--- src/rtl/bus_enable_sequencer.sv ---
// Round-robin owner sequencer for line drivers sharing one bus, with a dead gap between owners.
// Define BUS_SEQ_HOLD_LIMIT_EN to compile in the hold-limit watchdog and TIMEOUT pulse.
module bus_enable_sequencer #(
    parameter int unsigned SOURCES     = 4,
    parameter int unsigned DEAD_CYCLES = 2,
    parameter int unsigned HOLD_LIMIT  = 16
) (
    input  logic                       CLK,
    input  logic                       RST,
    input  logic [SOURCES-1:0]         REQ,
    output logic [SOURCES-1:0]         OE_bar,
    output logic [$clog2(SOURCES)-1:0] GNT_ID,
    output logic                       BUS_BUSY,
    output logic                       TIMEOUT
);

    localparam int unsigned IDW       = $clog2(SOURCES);
    localparam logic [3:0]  DEAD_LAST = 4'(DEAD_CYCLES - 1);

    if (SOURCES < 2 || SOURCES > 8 || DEAD_CYCLES < 1 || DEAD_CYCLES > 15 ||
        HOLD_LIMIT < 1 || HOLD_LIMIT > 255) begin : g_bad_params
        $error("bus_enable_sequencer: parameter out of range");
    end

    typedef enum logic [1:0] {
        S_IDLE,
        S_DRIVE,
        S_DEAD
    } state_t;

    state_t             r_state, w_state_nxt;
    logic [SOURCES-1:0] r_oe_bar, w_oe_bar_nxt;
    logic [IDW-1:0]     r_gnt_id, w_gnt_id_nxt;
    logic [IDW-1:0]     r_ptr, w_ptr_nxt;
    logic               r_busy, w_busy_nxt;
    logic [3:0]         r_dead_cnt, w_dead_cnt_nxt;
    logic [IDW-1:0]     w_win, w_win_inc;
    logic               w_found, w_grant, w_release;

    // Round-robin search starting at r_ptr and wrapping SOURCES-1 -> 0.
    always_comb begin : p_arb
        logic [IDW-1:0] v_idx;
        w_found = 1'b0;
        w_win   = '0;
        v_idx   = r_ptr;
        for (int unsigned i = 0; i < SOURCES; i++) begin
            if (!w_found && REQ[v_idx]) begin
                w_found = 1'b1;
                w_win   = v_idx;
            end
            v_idx = (v_idx == IDW'(SOURCES - 1)) ? '0 : v_idx + 1'b1;
        end
        w_win_inc = (w_win == IDW'(SOURCES - 1)) ? '0 : w_win + 1'b1;
    end

`ifdef BUS_SEQ_HOLD_LIMIT_EN
    localparam logic [7:0] HOLD_LAST = 8'(HOLD_LIMIT - 1);
    logic [7:0] r_hold_cnt, w_hold_cnt_nxt;
    logic       r_timeout, w_timeout_nxt;
`endif

    always_comb begin : p_fsm
        w_state_nxt    = r_state;
        w_oe_bar_nxt   = r_oe_bar;
        w_gnt_id_nxt   = r_gnt_id;
        w_busy_nxt     = r_busy;
        w_ptr_nxt      = r_ptr;
        w_dead_cnt_nxt = r_dead_cnt;
        w_grant        = 1'b0;
        w_release      = 1'b0;
`ifdef BUS_SEQ_HOLD_LIMIT_EN
        w_hold_cnt_nxt = r_hold_cnt;
        w_timeout_nxt  = 1'b0;
`endif
        unique case (r_state)
            S_IDLE: w_grant = w_found;
            S_DRIVE: begin
                if (!REQ[r_gnt_id]) begin
                    w_release = 1'b1;
`ifdef BUS_SEQ_HOLD_LIMIT_EN
                end else if (r_hold_cnt == HOLD_LAST) begin
                    w_release     = 1'b1;
                    w_timeout_nxt = 1'b1;
                end else begin
                    w_hold_cnt_nxt = r_hold_cnt + 1'b1;
`endif
                end
            end
            S_DEAD: begin
                // Requests are only looked at on the last dead edge.
                if (r_dead_cnt == DEAD_LAST) begin
                    if (w_found) w_grant = 1'b1;
                    else         w_state_nxt = S_IDLE;
                end else begin
                    w_dead_cnt_nxt = r_dead_cnt + 1'b1;
                end
            end
            default: w_state_nxt = S_IDLE;
        endcase

        if (w_grant) begin
            w_state_nxt  = S_DRIVE;
            w_oe_bar_nxt = ~(SOURCES'(1) << w_win);
            w_gnt_id_nxt = w_win;
            w_busy_nxt   = 1'b1;
            w_ptr_nxt    = w_win_inc;
`ifdef BUS_SEQ_HOLD_LIMIT_EN
            w_hold_cnt_nxt = '0;
`endif
        end
        if (w_release) begin
            w_state_nxt    = S_DEAD;
            w_oe_bar_nxt   = '1;
            w_gnt_id_nxt   = '0;
            w_busy_nxt     = 1'b0;
            w_dead_cnt_nxt = '0;
        end
    end

    always_ff @(posedge CLK) begin
        if (RST) begin
            r_state    <= S_IDLE;
            r_oe_bar   <= '1;
            r_gnt_id   <= '0;
            r_busy     <= 1'b0;
            r_ptr      <= '0;
            r_dead_cnt <= '0;
        end else begin
            r_state    <= w_state_nxt;
            r_oe_bar   <= w_oe_bar_nxt;
            r_gnt_id   <= w_gnt_id_nxt;
            r_busy     <= w_busy_nxt;
            r_ptr      <= w_ptr_nxt;
            r_dead_cnt <= w_dead_cnt_nxt;
        end
    end

`ifdef BUS_SEQ_HOLD_LIMIT_EN
    always_ff @(posedge CLK) begin
        if (RST) begin
            r_hold_cnt <= '0;
            r_timeout  <= 1'b0;
        end else begin
            r_hold_cnt <= w_hold_cnt_nxt;
            r_timeout  <= w_timeout_nxt;
        end
    end
    assign TIMEOUT = r_timeout;
`else
    assign TIMEOUT = 1'b0;
`endif

    assign OE_bar   = r_oe_bar;
    assign GNT_ID   = r_gnt_id;
    assign BUS_BUSY = r_busy;

endmodule

--- config.mk ---
export PLATFORM = sky130hd
export DESIGN_NAME = bus_enable_sequencer
export DESIGN_NICKNAME = d
export VERILOG_FILES = /design/src/rtl/bus_enable_sequencer.sv
export SDC_FILE = /design/constraint.sdc
export NUM_CORES = 1
export LEC_CHECK = 0
export ABC_AREA = 1
export CAP_MARGIN = 20
export CORE_MARGIN = 10
export CORE_UTILIZATION = 57
export CTS_CLUSTER_DIAMETER = 200
export CTS_CLUSTER_SIZE = 30
export DETAILED_ROUTE_END_ITERATION = 10
export PLACE_DENSITY_LB_ADDON = 0.05
export SLEW_MARGIN = 20
export SYNTH_ARGS = -nofsm -noshare
export SYNTH_HDL_FRONTEND = slang
export SYNTH_SLANG_ARGS = --single-unit
--- constraint.sdc ---
create_clock -name CLK -period 3.4 [get_ports CLK]
set_input_delay 0.51 -clock CLK [delete_from_list [all_inputs] [get_ports CLK]]
set_output_delay 0.51 -clock CLK [all_outputs]
set_load 0.02 [all_outputs]
==> metrics.yaml, run 1 <==
ctsResizeCount: 0
cts_tree: "done"
fillers: 160
crit_type: "reg2reg"
syn-num-nets: 168
p_total_mw: 1.09
crit_arrival_ns: 2.59
mostFrequentLayoutCell: "nand2_1"
max_slew_margin: 0.532
nets: 182
synth.avg_cell_area_sq_um: 6.64
synth_seq_area_share: 0.292
postCtsSetupBuffers: 0
track_usage: 0.120
crit_path_end_kind: "register"
dp_hpwl_um: 1760
p_leak_nw: 0.571
core_sq_mm: 0.00173
worstPathRequired_ns: 3.56
tns_ns: 0
status: "completed"
min_period_ns: 2.43
drt_iter0_drc: 27
n_antenna_cell: 0
ctsRootBufferMaster: "clkbuf_4"
cts_buffers: 3
ys_ff_latch: 15
hold_class: "reg2reg"
grt_max_degree: 14
rows: 15
stdcell_count: 193
grt_overflow: 0
mostFrequentLayoutCells: "38 x nand2_1, 21 x inv_1, 17 x nor2_1, 15 x dfxtp_1, 12 x clkdlybuf4s50_1"
critPathLaunchType: "register"
max_freq_mhz: 411
dieHeight_um: 62.5
ir_worst_vdd_mv: 0.626
final_layout_size_suffix_gt1_frac: 0.119
setup_viol: 0
routed_wl_um: 2280
netlist_area_sq_mm: 0.00103
design_area_sq_mm: 0.00118
synthArstFlopShare: 0
grt_setup_unrepaired: "no"
clk_pin_slew_ns: 0.08
synthFlopType: "dfxtp_1"
post-route-drc-count: 0
grt_pass1_vias: 926
period_share: 0.715
portBuffers: 12
clkSinkCount: 15
drv_slew: 0
path_max_fanout: 8
cap_violations: 0
dieArea_sq_mm: 0.00390
wl_per_cell_um: 11.8
syn-instance-count: 155
viasPerCell: 5.24
pre_cts_ws_ns: 0.830
synth_warnings: 0
drt_first_pass_iters: 4
worstSkewPairLatency_ns: 0.28
die-width_um: 62.5
cts_hold_buf: 0
num_vias: 1011
io_pins: 14
synth-edff-count: 0
synth_cell_type_count: 25
initial_core_util: 0.596
pwr_density_cell_mw_per_mm2: 924
worst_slack_ns: 0.967
htree_levels: 1
grt_pass1_wl_um: 4000
skew_ns: 0.0122
gp_congestion: 0.872
hold_viol_final: 0
cts_buffer_depth: 2
syn2layout_area_growth_pct: 15.0
postPlaceCellArea_sq_mm: 0.00116
drtAntennaViolNets: 0
antenna_found_initial: 0
dp.cells: 189
worstMarginPinSlew_ns: 0.697
-- final cells by class --
| cell class | instances | area [sq um] | area share |
|---|---|---|---|
| Multi-Input combinational cell | 113 | 614 | 0.520 |
| Sequential cell | 15 | 300 | 0.254 |
| Timing Repair Buffer | 12 | 120 | 0.102 |
| Inverter | 24 | 90.1 | 0.0762 |
| Clock buffer | 4 | 26.3 | 0.0222 |
| Tap cell | 25 | 31.3 | 0.0265 |
-- worst max-delay path, cell delays in order, from the launching register on --
cell and delay [ns]:
dfxtp_1 0.48, ha_1 0.39, inv_1 0.15, nand2_1 0.08
nand2_1 0.09, nand2_1 0.06, nand2_2 0.09, inv_2 0.05
nand3_1 0.10, inv_1 0.06, a21oi_1 0.23, inv_1 0.11
ha_1 0.30, nand2_1 0.06, a21oi_1 0.06
-- final timing paths --
kind | end | cells after the start | startpoint | slack [ns]
worst min-delay path | BUS_BUSY$_SDFFE_PP0P_ | 2 | BUS_BUSY$_SDFFE_PP0P_ | 0.47
worst max-delay path | r_ptr[1]$_SDFFE_PP0P_ | 14 | r_ptr[0]$_SDFFE_PP0P_ | 0.97
worst min register to register | BUS_BUSY$_SDFFE_PP0P_ | 2 | BUS_BUSY$_SDFFE_PP0P_ | 0.47
worst max register to register | r_ptr[1]$_SDFFE_PP0P_ | 14 | r_ptr[0]$_SDFFE_PP0P_ | 0.97
-- cells in the mapped netlist (all sizes together) (2+ instances only) --
| master | instances | share of area |
|---|---|---|
| nand2 | 46 | 0.20 |
| inv | 24 | 0.088 |
| nor2 | 19 | 0.084 |
| dfxtp | 15 | 0.29 |
| nand3 | 12 | 0.068 |
| a21oi | 11 | 0.057 |
| ha | 7 | 0.085 |
| o21ai | 5 | 0.024 |
| nand4 | 3 | 0.018 |
| nor3 | 3 | 0.015 |
| a211oi | 2 | 0.015 |
| buf | 2 | 0.018 |
| nand3b | 2 | 0.015 |
-- state kept, by name (all words and copies together) (netlist names) --
name / flops
r_ptr: 2
r_dead_cnt: 4
GNT_ID: 2
OE_bar: 4
BUS_BUSY: 1
r_state: 2
-- through the flow --
stage,hold slack (ns),util
after CTS,0.482,0.685
after global placement,0.452,0.670
final,0.475,0.685
after global routing,0.533,0.685
after detailed placement,0.466,0.670
after floorplan,0.468,-
-- power breakdown --
part | leakage [nW] | internal (mW) | total (mW) | switching (mW)
combinational | 0.432 | 0.256 | 0.723 | 0.467
clock | 0.0150 | 0.0455 | 0.100 | 0.0549
sequential | 0.123 | 0.227 | 0.269 | 0.0419
-- metal layers --
metal | vias to the layer above | track usage | part of all wire
li1 | 518 | - | -
met1 | 453 | 0.143 | 0.47
met2 | 38 | 0.190 | 0.45
met3 | 2 | 0.0466 | 0.070
met4 | 0 | 0.0391 | 0.0035
met5 | - | 0 | 0
-- cells by family (layout without fill, tap and decap cells) --
group,after synthesis,after routing,synth area share
buffers and inverters,27,40,0.111
DFF,15,15,0.292
and+or+nand+nor,85,85,0.397
adders and majority gates,7,7,0.0852
other,1,1,0.00365
AOI/OAI and AO/OA,20,20,0.112
(Power assumes the default switching activity.)
==> run 2, diff against run 1 <==
CORE_UTILIZATION = 53   (was 57)
clock period = 2.43 ns   (was 3.4 ns; I/O delays follow)
==> run 2 against run 1 <==
Effect of this change: worst setup slack lost 0.74 ns; sequential share of layout area shrank 0.81 points; largest power group unchanged; maximum frequency grew 10%; register-to-register slack lost 0.74 ns; global-route usage shrank 0.62 points; largest cell class unchanged.
==> metrics.yaml, run 2 (same netlist as run 1, synthesis figures left out) <==
status: "completed"
dieHeight_um: 64.1
max_freq_mhz: 454
crit_type: "reg2reg"
drv_slew: 0
rows: 15
routed_wl_um: 2250
worst_path_most_repeated_cell: "nand2_1"
syn2layout_area_growth_pct: 18.7
track_usage: 0.113
tns_ns: 0
crit_arrival_ns: 2.38
regToRegSetupSlack_ns: 0.23
cts_buffer_depth: 2
startpoint: "r_ptr[1]$_SDFFE_PP0P_"
viasPerCell: 4.98
p_leak_nw: 0.598
top_layer_used: "met4"
final_layout_size_suffix_gt1_frac: 0.150
r2r-end: "r_ptr[1]$_SDFFE_PP0P_"
p_total_mw: 1.58
postCtsSetupBuffers: 0
dp_hpwl_um: 1760
critPathSlowestCell: "dfxtp_1"
ir_worst_vdd_mv: 0.729
dr_wl_met3_um: 106
cts_tree: "done"
nets: 187
path_max_fanout: 4
design_area_sq_mm: 0.00122
period_share: 0.907
mostFrequentLayoutCell: "nand2_1"
critPathLaunchType: "register"
io_pins: 14
core_sq_mm: 0.00178
crit_end: "r_ptr[1]$_SDFFE_PP0P_"
wl_met1_um: 1180
grt_overflow: 0
clkSinkCount: 15
cpPeakStageDelay_ns: 0.42
dieArea_sq_mm: 0.00410
worst-r2r-cell-count: 14
drt_first_pass_iters: 4
n_antenna_cell: 0
wl_met2_um: 955
hold_viol_final: 0
worstPathRequired_ns: 2.60
wl_per_cell_um: 11.4
skew_ns: 0.00440
ctsRootBufferMaster: "clkbuf_4"
htree_levels: 1
hold_class: "reg2reg"
crit_chain: "ha_1 -> inv_1 -> nand2_1 -> nand2_1 -> nand2_1 -> nand2_2 -> inv_2 -> nand3_1 -> inv_1 -> a21oi_1 -> inv_1 -> ha_1 -> nand2_1 -> a21oi_1"
min_period_ns: 2.20
num_vias: 987
drt_iter0_drc: 43
post-route-drc-count: 0
mostFrequentLayoutCells: "38 x nand2_1, 21 x inv_1, 17 x nor2_1, 15 x dfxtp_1, 12 x clkdlybuf4s50_1"
portBuffers: 12
gp_congestion: 0.912
cts_hold_buf: 0
die-width_um: 64.1
cap_violations: 0
pwr_density_cell_mw_per_mm2: 1300
initial_core_util: 0.577
grt_pass1_vias: 883
cts_buffers: 3
clk_pin_slew_ns: 0.09
drtAntennaViolNets: 0
setup_viol: 0
ctsResizeCount: 0
antenna_found_initial: 0
postPlaceCellArea_sq_mm: 0.00119
grt_max_degree: 14
reg2reg_from: "r_ptr[1]$_SDFFE_PP0P_"
grt_pass1_wl_um: 3950
grt_setup_unrepaired: "no"
crit_path_end_kind: "register"
worstSkewPairLatency_ns: 0.28
## run 2: final cells by class
type                       count  area (sq um)
multi-input combinational    113           614
fill                         169           562
sequential                    15           300
timing repair buffer          17           158
inverter                      24          90.1
tap                           25          31.3
clock buffer                   3          22.5
clock inverter                 1          5.00
## run 2: worst min path at each step
stage / start / endpoint / slack (ns) / depth (start not counted)
6_report: OE_bar[3]$_SDFFE_PP1P_ / OE_bar[3]$_SDFFE_PP1P_ / 0.48 / 2
3_5_place_dp: OE_bar[0]$_SDFFE_PP1P_ / OE_bar[0]$_SDFFE_PP1P_ / 0.47 / 2
4_1_cts: OE_bar[3]$_SDFFE_PP1P_ / OE_bar[3]$_SDFFE_PP1P_ / 0.49 / 2
5_1_grt: OE_bar[3]$_SDFFE_PP1P_ / OE_bar[3]$_SDFFE_PP1P_ / 0.52 / 2
2_1_floorplan: RST / r_ptr[0]$_SDFFE_PP0P_ / 0.43 / 1
3_3_place_gp: OE_bar[3]$_SDFFE_PP1P_ / OE_bar[3]$_SDFFE_PP1P_ / 0.46 / 2
## run 2: per-stage QoR
step / hold slack, ns / cells / util / worst slack, ns
floorplan: 0.427 / 155 / - / 0.263
global placement: 0.463 / 194 / 0.669 / 0.117
detailed placement: 0.473 / 194 / 0.669 / 0.0887
CTS: 0.494 / 198 / 0.685 / 0.245
global route: 0.522 / 198 / 0.685 / 0.0212
finish: 0.484 / 198 / 0.685 / 0.226
## run 2: metal layers
metal / up-vias / track usage
met3: 2 / 0.0453
met2: 18 / 0.158
met1: 440 / 0.161
met4: 0 / 0.0164
li1: 527 / -
met5: - / 0
## run 2: report_power, final
| group | switching, mW | total, mW | internal [mW] |
|---|---|---|---|
| Sequential | 0.0484 | 0.367 | 0.318 |
| Combinational | 0.669 | 1.08 | 0.409 |
| Clock | 0.0794 | 0.140 | 0.0611 |
| Total | 0.796 | 1.58 | 0.788 |
## run 2: critical path, delay by kind of cell, from the launching register on
| family | cells | cell delay [ns] |
|---|---|---|
| DFF | 1 | 0.42 |
| AOI/OAI and AO/OA | 2 | 0.22 |
| buffers and inverters | 4 | 0.34 |
| adders and majority gates | 2 | 0.61 |
| and+or+nand+nor | 6 | 0.50 |
==> run 3, diff against run 2 <==
CORE_MARGIN = default   (was 10)
==> run 3 against run 2 <==
Effect of this change: critical endpoint unchanged; worst hold slack worse by 0.0054 ns; sequential power is 1% lower; final area is 0.20% higher; clock skew is 0.0014 ns higher; via count is 1.6% lower; clock-buffer cell count stayed put; first-iteration DRC count is 28% lower; largest cell class unchanged; wire length is 6.1% lower; combinational power hardly changed; sequential share of layout area is 0.050 points lower; maximum frequency is 1.6% higher; largest power group unchanged; register-to-register slack better by 0.03 ns; highest routed layer unchanged.
==> metrics.yaml, run 3 (same netlist as run 1, synthesis figures left out) <==
status: "completed"
seq_power_share: 0.227
grt_max_degree: 14
drt_first_pass_iters: 4
dp_hpwl_um: 1740
core_sq_mm: 0.00176
skew_ns: 0.00576
internal-power_uw: 795
io_pins: 14
worstSkewPairLatency_ns: 0.28
wl_per_cell_um: 10.7
setup_viol: 0
critPathSlowestCell: "ha_2"
post-route-drc-count: 0
hold_class: "reg2reg"
clkSinkCount: 15
clk_pin_slew_ns: 0.09
min_period_ns: 2.17
combinationalPowerShare: 0.686
period_share: 0.893
worst_path_most_repeated_cell: "nand2_1"
grt_pass1_wl_um: 3470
cts_buffer_depth: 2
power.switching_uw: 807
crit_family: "adder cells"
worst_slack_ns: 0.260
grt_setup_unrepaired: "no"
grt_overflow: 0
crit_type: "reg2reg"
mostFrequentLayoutCells: "38 x nand2_1, 21 x inv_1, 17 x nor2_1, 15 x dfxtp_1, 12 x clkdlybuf4s50_1"
ctsRootBufferMaster: "clkbuf_4"
cts_tree: "done"
pwr_density_cell_mw_per_mm2: 1310
stdcell_count: 198
ir_worst_vdd_mv: 0.945
die-width_um: 46.1
viasPerCell: 4.90
dp.cells: 194
rows: 15
hold_viol_final: 0
routed_wl_um: 2110
htree_levels: 1
final_layout_size_suffix_gt1_frac: 0.156
grt_pass1_vias: 848
initial_core_util: 0.583
drv_slew: 0
gp_congestion: 0.900
clock_power_share: 0.087
pre_cts_ws_ns: 0.105
nets: 187
path_max_fanout: 6
cts_hold_buf: 0
dieArea_sq_mm: 0.00212
antenna_found_initial: 0
crit_arrival_ns: 2.35
cts_buffers: 3
crit_path_end_kind: "register"
path_buf_inv: 4
mostFrequentLayoutCell: "nand2_1"
track_usage: 0.230
sw_frac_of_total: 0.504
design_area_sq_mm: 0.00122
n_antenna_cell: 0
max_freq_mhz: 461
portBuffers: 12
dieHeight_um: 46.1
p_leak_nw: 0.596
crit_chain: "ha_2 -> inv_1 -> nand2_1 -> nand2_1 -> nand2_1 -> nand2_2 -> inv_2 -> nand3_1 -> inv_1 -> nand2_1 -> nand2_1 -> inv_1 -> ha_1 -> nand2_1 -> a21oi_1"
tns_ns: 0
postPlaceCellArea_sq_mm: 0.00119
p_total_mw: 1.60
cpPeakStageDelay_ns: 0.39
fillers: 157
syn2layout_area_growth_pct: 19.0
drt_iter0_drc: 31
cap_violations: 0
finish.utilization: 0.694
drtAntennaViolNets: 0
timing.hold.ws_ns: 0.479
critPathLaunchType: "register"
worstPathRequired_ns: 2.61
num_vias: 971
## run 3: path summary, 6_finish.rpt
kind                         start               endpoint  slack (ns)  depth (start not counted)
max          r_ptr[1]$_SDFFE_PP0P_  r_ptr[1]$_SDFFE_PP0P_        0.26                         15
min reg2reg  BUS_BUSY$_SDFFE_PP0P_  BUS_BUSY$_SDFFE_PP0P_        0.48                          2
min          BUS_BUSY$_SDFFE_PP0P_  BUS_BUSY$_SDFFE_PP0P_        0.48                          2
max reg2reg  r_ptr[1]$_SDFFE_PP0P_  r_ptr[1]$_SDFFE_PP0P_        0.26                         15
## run 3: worst reg2reg max path, cell delays in order, from the launching register on
cell	delay, ns
dfxtp_1	0.36
ha_2	0.39
inv_1	0.10
nand2_1	0.07
nand2_1	0.07
nand2_1	0.08
nand2_2	0.08
inv_2	0.07
nand3_1	0.09
inv_1	0.08
nand2_1	0.05
nand2_1	0.15
inv_1	0.09
ha_1	0.27
nand2_1	0.06
a21oi_1	0.05
## run 3: area by class of cell
class,count,area [sq um],share of cell area
tap,25,31.3,0.0256
clock inverter,1,5.00,0.00409
timing repair buffer,17,158,0.129
sequential,15,300,0.245
clock buffer,3,22.5,0.0184
multi-input combinational,113,617,0.504
inverter,24,90.1,0.0736
## run 3: power by group through the flow
stage | clock network (mW) | registers [mW] | logic [mW]
floorplan | 0 | 0.417 | 0.744
global placement | 0 | 0.366 | 1.06
detailed placement | 0 | 0.369 | 1.09
CTS | 0.142 | 0.362 | 1.10
global route | 0.153 | 0.373 | 1.24
finish | 0.140 | 0.363 | 1.10
## run 3: per-layer routing
| metal | track usage | wire, um |
|---|---|---|
| met1 | 0.269 | 983 |
| met2 | 0.408 | 1020 |
| met3 | 0.0196 | 52 |
| met5 | 0 | 0 |
| met4 | 0.124 | 56 |
## run 3: timing repair
| item | CTS | global route |
|---|---|---|
| buffers inserted | 0 | 0 |
| hold endpoints to repair | 0 | 0 |
| setup endpoints to repair | 0 | 1 |
| gates resized for setup | 0 | 1 |
